`src/rtl/meter_pkg.sv`:
```
`default_nettype none
// +--------------------------------------------------------------------------+
// | meter_pkg                                                                |
// | Shared definitions for the period meter: FSM state encoding and the      |
// | default field width / timeout values.                                    |
// | Revision: 1.0 - initial release                                          |
// +--------------------------------------------------------------------------+
package meter_pkg;

    localparam int unsigned DEFAULT_WIDTH   = 32;
    localparam int unsigned DEFAULT_TIMEOUT = 100000000;
    localparam int unsigned STATE_W         = 2;

    // IDLE waits for the first rising edge; the two measuring states track
    // the current level of the synchronized signal while counting.
    typedef enum logic [STATE_W-1:0] {
        ST_IDLE         = 2'd0,
        ST_MEASURE_HIGH = 2'd1,
        ST_MEASURE_LOW  = 2'd2
    } meter_state_e;

endpackage
`default_nettype wire

```
`src/rtl/sync_edge.sv`:
```
`default_nettype none
// +--------------------------------------------------------------------------+
// | sync_edge                                                                |
// | Two-flop synchronizer followed by an edge register. Emits one-cycle      |
// | rise/fall pulses for an asynchronous input.                              |
// | Ports: clk_in  - sampling clock                                          |
// |        rst_n   - asynchronous active-low reset (flops cleared to 0)      |
// |        d       - asynchronous input                                      |
// |        rise    - one-cycle pulse on a 0->1 transition of d               |
// |        fall    - one-cycle pulse on a 1->0 transition of d               |
// | Revision: 1.0 - initial release                                          |
// +--------------------------------------------------------------------------+
module sync_edge (
    input  logic clk_in,
    input  logic rst_n,
    input  logic d,
    output logic rise,
    output logic fall
);

    logic r_sync1;
    logic r_sync2;
    logic r_prev;

    always_ff @(posedge clk_in or negedge rst_n) begin
        if (!rst_n) begin
            r_sync1 <= 1'b0;
            r_sync2 <= 1'b0;
            r_prev  <= 1'b0;
        end else begin
            r_sync1 <= d;
            r_sync2 <= r_sync1;
            r_prev  <= r_sync2;
        end
    end

    // Pulses are valid during the cycle that follows the second synchronizer
    // stage updating, so the consumer acts on them at the third clock edge
    // after the input transition.
    assign rise = r_sync2 & ~r_prev;
    assign fall = ~r_sync2 & r_prev;

endmodule
`default_nettype wire

```
`src/rtl/period_meter.sv`:
```
`default_nettype none
// +--------------------------------------------------------------------------+
// | period_meter                                                             |
// | Measures the period and high time of an asynchronous signal in clk_in    |
// | cycles, presenting each result through a valid/ready handshake.          |
// | Parameters: WIDTH   - width of count and result fields                   |
// |             TIMEOUT - max cycles between edges before aborting           |
// |                       (must be below 2**WIDTH)                           |
// | Ports: clk_in       - system clock                                       |
// |        rst_n        - asynchronous active-low reset                      |
// |        sig_in       - measured signal, asynchronous to clk_in            |
// |        period_out   - cycles between two consecutive rising edges        |
// |        high_out     - cycles sig_in was high within that period          |
// |        result_valid - period_out/high_out hold an unconsumed result      |
// |        result_ready - consumer accepts the result                        |
// |        overrun      - a result was overwritten before acceptance         |
// |        timeout      - no required edge arrived within TIMEOUT cycles     |
// | Revision: 1.0 - initial release                                          |
// +--------------------------------------------------------------------------+
module period_meter
    import meter_pkg::*;
#(
    parameter int unsigned WIDTH   = DEFAULT_WIDTH,
    parameter int unsigned TIMEOUT = DEFAULT_TIMEOUT
) (
    input  logic             clk_in,
    input  logic             rst_n,
    input  logic             sig_in,
    output logic [WIDTH-1:0] period_out,
    output logic [WIDTH-1:0] high_out,
    output logic             result_valid,
    input  logic             result_ready,
    output logic             overrun,
    output logic             timeout
);

    localparam logic [WIDTH-1:0] C_TIMEOUT = WIDTH'(TIMEOUT);
    localparam logic [WIDTH-1:0] C_ONE     = WIDTH'(1);

    // ------------------------------------------------------------------
    // Synchronizer / edge detector
    // ------------------------------------------------------------------
    logic w_rise;
    logic w_fall;

    sync_edge u_sync_edge (
        .clk_in (clk_in),
        .rst_n  (rst_n),
        .d      (sig_in),
        .rise   (w_rise),
        .fall   (w_fall)
    );

    // ------------------------------------------------------------------
    // FSM
    // ------------------------------------------------------------------
    meter_state_e     r_state;
    meter_state_e     w_state_next;
    logic [WIDTH-1:0] r_count;
    logic [WIDTH-1:0] r_high_cnt;
    logic             w_at_limit;
    logic             w_start;
    logic             w_latch_high;
    logic             w_new_result;
    logic             w_timeout_evt;

    assign w_at_limit = (r_count == C_TIMEOUT);

    // State register
    always_ff @(posedge clk_in or negedge rst_n) begin
        if (!rst_n) begin
            r_state <= ST_IDLE;
        end else begin
            r_state <= w_state_next;
        end
    end

    // Next-state logic. The expected edge takes priority over the limit so
    // that a period of exactly TIMEOUT cycles still yields a result.
    always_comb begin
        w_state_next = r_state;
        case (r_state)
            ST_IDLE: begin
                if (w_rise) begin
                    w_state_next = ST_MEASURE_HIGH;
                end
            end
            ST_MEASURE_HIGH: begin
                if (w_fall) begin
                    w_state_next = ST_MEASURE_LOW;
                end else if (w_at_limit) begin
                    w_state_next = ST_IDLE;
                end
            end
            ST_MEASURE_LOW: begin
                if (w_rise) begin
                    w_state_next = ST_MEASURE_HIGH;
                end else if (w_at_limit) begin
                    w_state_next = ST_IDLE;
                end
            end
            default: begin
                w_state_next = ST_IDLE;
            end
        endcase
    end

    // Output / control decode
    always_comb begin
        w_start       = 1'b0;
        w_latch_high  = 1'b0;
        w_new_result  = 1'b0;
        w_timeout_evt = 1'b0;
        case (r_state)
            ST_IDLE: begin
                w_start = w_rise;
            end
            ST_MEASURE_HIGH: begin
                w_latch_high  = w_fall;
                w_timeout_evt = ~w_fall & w_at_limit;
            end
            ST_MEASURE_LOW: begin
                // A rise closes the current period and opens the next one
                // in the same cycle, so there is no dead cycle.
                w_new_result  = w_rise;
                w_start       = w_rise;
                w_timeout_evt = ~w_rise & w_at_limit;
            end
            default: begin
                w_start = 1'b0;
            end
        endcase
    end

    // ------------------------------------------------------------------
    // Counters
    // ------------------------------------------------------------------
    always_ff @(posedge clk_in or negedge rst_n) begin
        if (!rst_n) begin
            r_count <= '0;
        end else if (w_start) begin
            r_count <= C_ONE;
        end else if (w_timeout_evt) begin
            r_count <= '0;
        end else if ((r_state != ST_IDLE) && !w_at_limit) begin
            // Saturates at the limit; the count never wraps.
            r_count <= r_count + C_ONE;
        end
    end

    always_ff @(posedge clk_in or negedge rst_n) begin
        if (!rst_n) begin
            r_high_cnt <= '0;
        end else if (w_latch_high) begin
            r_high_cnt <= r_count;
        end
    end

    // ------------------------------------------------------------------
    // Result registers and handshake
    // ------------------------------------------------------------------
    logic [WIDTH-1:0] r_period;
    logic [WIDTH-1:0] r_high;
    logic             r_valid;
    logic             r_overrun;
    logic             r_timeout;
    logic             w_accept;

    assign w_accept = r_valid & result_ready;

    always_ff @(posedge clk_in or negedge rst_n) begin
        if (!rst_n) begin
            r_period  <= '0;
            r_high    <= '0;
            r_valid   <= 1'b0;
            r_overrun <= 1'b0;
        end else if (w_new_result) begin
            r_period <= r_count;
            r_high   <= r_high_cnt;
            r_valid  <= 1'b1;
            // A result coinciding with a handshake replaces the accepted
            // one cleanly; only an unaccepted one counts as an overrun.
            if (r_valid && !result_ready) begin
                r_overrun <= 1'b1;
            end
        end else if (w_accept) begin
            r_valid   <= 1'b0;
            r_overrun <= 1'b0;
        end
    end

    // Timeout stays set until the next result is loaded; the result
    // registers are deliberately untouched by a timeout.
    always_ff @(posedge clk_in or negedge rst_n) begin
        if (!rst_n) begin
            r_timeout <= 1'b0;
        end else if (w_timeout_evt) begin
            r_timeout <= 1'b1;
        end else if (w_new_result) begin
            r_timeout <= 1'b0;
        end
    end

    assign period_out   = r_period;
    assign high_out     = r_high;
    assign result_valid = r_valid;
    assign overrun      = r_overrun;
    assign timeout      = r_timeout;

endmodule
`default_nettype wire

```
`config.mk`:
```
export PLATFORM = sky130hd
export DESIGN_NAME = period_meter
export DESIGN_NICKNAME = d
export VERILOG_FILES = /design/src/rtl/meter_pkg.sv /design/src/rtl/sync_edge.sv /design/src/rtl/period_meter.sv
export SDC_FILE = /design/constraint.sdc
export NUM_CORES = 1
export LEC_CHECK = 0
export BUFFER_PORTS_ARGS = -buffer_cell sky130_fd_sc_hd__buf_2
export CORE_MARGIN = 3
export CORE_UTILIZATION = 40
export CTS_CLUSTER_DIAMETER = 200
export CTS_CLUSTER_SIZE = 20
export DETAILED_ROUTE_END_ITERATION = 8
export PLACE_DENSITY_LB_ADDON = 0.1
export RECOVER_POWER = 100
export SETUP_SLACK_MARGIN = 0.4
export SLEW_MARGIN = 20
export SYNTH_ARGS = -nofsm -noshare
export SYNTH_HDL_FRONTEND = slang
export SYNTH_SLANG_ARGS = --single-unit
```
`constraint.sdc`:
```
create_clock -name clk_in -period 1.9 [get_ports clk_in]
set_input_delay 0.19 -clock clk_in [delete_from_list [all_inputs] [get_ports clk_in]]
set_output_delay 0.19 -clock clk_in [all_outputs]
set_load 0.05 [all_outputs]
```
==> results.md <==
* Synth Area in Adders at 1.31%
* Height of the die at 126 um
* Core box area at 0.0139 mm^2
* Violated checks: negative setup slack
* # rows at 43
* Gr busiest metal: met2
* Dominant cell type by area after synthesis: dfrtp_1
* Slew @ Worst Pin at 0.890 ns
* Post-Synth XOR/XNOR Area at 4.14%
* Via/cell ratio at 5.08
* Main combinational cell family by area after synthesis: simple AND/OR/NAND/NOR gates
* Final WS setup at -0.193 ns
* Hold Crit Depth at 0
* Min-Delay Endpoint: u_sync_edge.r_sync2
* Die width at 126 um
* FFs w/ async S/R, synth at 100%
* RSZ-0062 raised after global routing: true
* Placed Cells at 794
* Met2 Use GR at 31.2%
* Final Non-Filler Cells at 870
* Most frequent cell after synthesis: dfrtp_1
* Power density over cell area at 1100 mW/mm^2
* Ranking of synthesized cells by area: dfrtp_1 (60%), mux2_2 (11%), nand2_1 (7.9%), xor2_1 (3.2%), nor2_1 (2.4%)
* Final setup fails at 33
* H-tree level count at 4
* Hold path startpoint: u_sync_edge.r_sync1
* Avg Synthesized Cell Area at 11.3 um^2
* Met1 usage at 28.1%
* Status: finished, violations left
* Synth top cells by count: dfrtp_1 (136), nand2_1 (120), mux2_2 (54), nor2_1 (36), xor2_1 (21)
* Synthesized area at 0.00572 mm^2
* RR Endpoint: r_count[4]
* Worst Path Arrival at 2.40 ns
* RR Startpoint: r_count[28]
* Drt pass-1 iters at 4
* Count of cell types in the netlist at 47
* Crit path time final at 2.09 ns
* Clock buffer depth at 2
* # diodes at 0
* Antenna-violating nets left at 0
* Rel. slew slack at 40.7%
* Share of post-route cells with drive strength above 1 at 34.8%
* # fillers at 1189
* Share of the synthesized area in the top cell type at 59.5%
* Peak VDD IR at 0.633 mV
* Crit. End Element: flop
* First-pass GRT wire length at 24500 um
* Remaining global-route overflow at 0
* Proportion of synthesized area in mux cells at 10.8%
* Vias in the first global route at 4489
* Routed WL at 15800 um
* M3 GR Usage at 4.83%
* RD Place Congestion at 0.776
* Clock skew at 0.00949 ns
* Period utilization at 110%
* Max frequency at 0.478 GHz
* Total track usage at 20.0%
* Largest net degree at the start of global routing at 55
* Post-synthesis compound-gate area fraction at 3.61%
* CTS root buf: clkbuf_16
* Clock sinks at 136
* Buffers on Ports at 70
* Cells after Synth at 508
* Post-route DRC violation count at 0
* CP max FO at 4
* Final HPWL DP at 9260 um
* Ys Warns at 0
* Final Max Tran Viols at 0
* Number of synthesized register bits at 136
* Simple-Gate Fraction of Synth Area at 17.8%
* Pwr Total at 8.93 mW
* Cts bufs inserted at 17
* Critical Path Start Type: flop
* I/O pin count at 71
* Syn nets at 518
* Hold Path Class: flop to flop
* R2R cell count at 8
* Number of vias in the routed layout at 4422
* Post-synth EDFFs at 0
* Leakage Power at 4.01 nW
* Clk slew on worst S/H paths at 0.06 ns
* Primary FF master, synth: dfrtp_1
* Die area at 0.0158 mm^2
* Setup Crit Path Kind: flop to flop
* Max_cap viols at 0
* Clk_lat worst skew at 0.42 ns
* CTS tree: yes
* Sequential share of the synthesized area at 59.5%
* WL per Instance at 18.2 um
* Initial antenna violation count at 0
* Reg-to-reg slack, setup at -0.19 ns
* Initial Util at 41.0%
* Nets at 687
* Layout area overhead at 42.1%
* Worst EP required at 2.21 ns
* Number of hold violations in the final report at 0
* 1st-iter DRT viols at 318
cell usage in the layout (no fill, tap or decap), types with 5 or more instances in the layout:
cell type / Yosys / layout
nor2_4: 0 / 14
xnor2_1: 6 / 6
clkbuf_1: 13 / 73
bufinv_16: 0 / 5
clkbuf_2: 0 / 10
mux2_4: 0 / 26
nand3_1: 8 / 7
nand2_1: 120 / 120
nor3_1: 7 / 6
buf_6: 4 / 22
buf_4: 0 / 54
xor2_1: 21 / 21
dfrtp_1: 136 / 136
mux2_2: 54 / 28
o21ai_1: 0 / 5
nand4_1: 18 / 18
a21oi_1: 6 / 5
o21ai_0: 17 / 11
clkbuf_16: 0 / 18
nor2_1: 36 / 9
nor2_2: 0 / 13
inv_1: 9 / 6
report_power, final:
| group | internal [mW] | switching (mW) | total (mW) |
|---|---|---|---|
| combinational | 1.00 | 1.13 | 2.13 |
| clock | 2.46 | 1.19 | 3.65 |
| sequential | 3.05 | 0.0977 | 3.15 |
| total | 6.51 | 2.42 | 8.93 |
metal layers:
metal  vias to the layer above  share of wire (%)
met2                        77                 48
met5                         -                  0
met3                        12                4.2
met4                         0                1.2
li1                       2067                  -
met1                      2266                 47
worst max path at each step:
stage,startpoint,to,slack [ns]
after floorplan,r_count[0],r_count[31],0.07
after global placement,r_count[28],r_count[11],-0.12
after detailed placement,r_count[28],r_count[6],-0.14
after CTS,r_count[0],r_count[10],-0.09
after global routing,r_state[1],r_count[4],-0.24
final,r_count[28],r_count[4],-0.19
metrics by stage:
step	setup slack [ns]	utilization, %	hold slack (ns)	TNS, ns	instance area (um^2)
finish	-0.193	58.3	0.353	-5.11	8120
global route	-0.235	58.3	0.366	-8.31	8120
CTS	-0.0944	57.4	0.245	-2.38	8000
detailed placement	-0.138	48.1	0.109	-3.55	6700
global placement	-0.117	48.1	0.108	-3.15	6700
floorplan	0.0716	-	-0.106	0	5840
kinds of logic after synthesis:
family	after synthesis
AND/OR/NAND/NOR	216
flip-flops	136
multiplexers	55
AO/OA/AOI/OAI	34
buffers and inverters	34
XOR/XNOR	27
adder cells (fa/ha/maj)	6
worst max-delay path, stage by stage (launching register included):
cell	delay, ns
dfrtp_1	0.40
nor4_4	0.33
buf_4	0.17
nand3_4	0.07
or4_4	0.52
o21ai_4	0.14
buf_6	0.17
clkbuf_16	0.14
nor2_2	0.04
registers in the layout, summed over array words and instances (netlist names):
register,flops
high_out,32
overrun,1
period_out,32
r_count,32
r_high_cnt,32
r_state,2
result_valid,1
timeout,1
u_sync_edge.r_prev,1
u_sync_edge.r_sync1,1
u_sync_edge.r_sync2,1
area by class of cell:
type,instances,area (um^2),area share (%)
Clock inverter,8,165,2.03
Tap cell,180,225,2.77
Inverter,10,37.5,0.462
Clock buffer,24,492,6.05
Timing Repair Buffer,174,1250,15.4
Sequential cell,136,3400,41.9
Multi-Input combinational cell,338,2540,31.3
what timing repair did:
item	CTS	global route
setup buffers	22	8
setup endpoints to repair	128	132
cloned	8	3
pin swaps	7	19
endpoints found under the hold margin	35	0
hold buffers	3	0
resized for setup	52	93
Note: power is estimated with default switching activity, not from simulation.
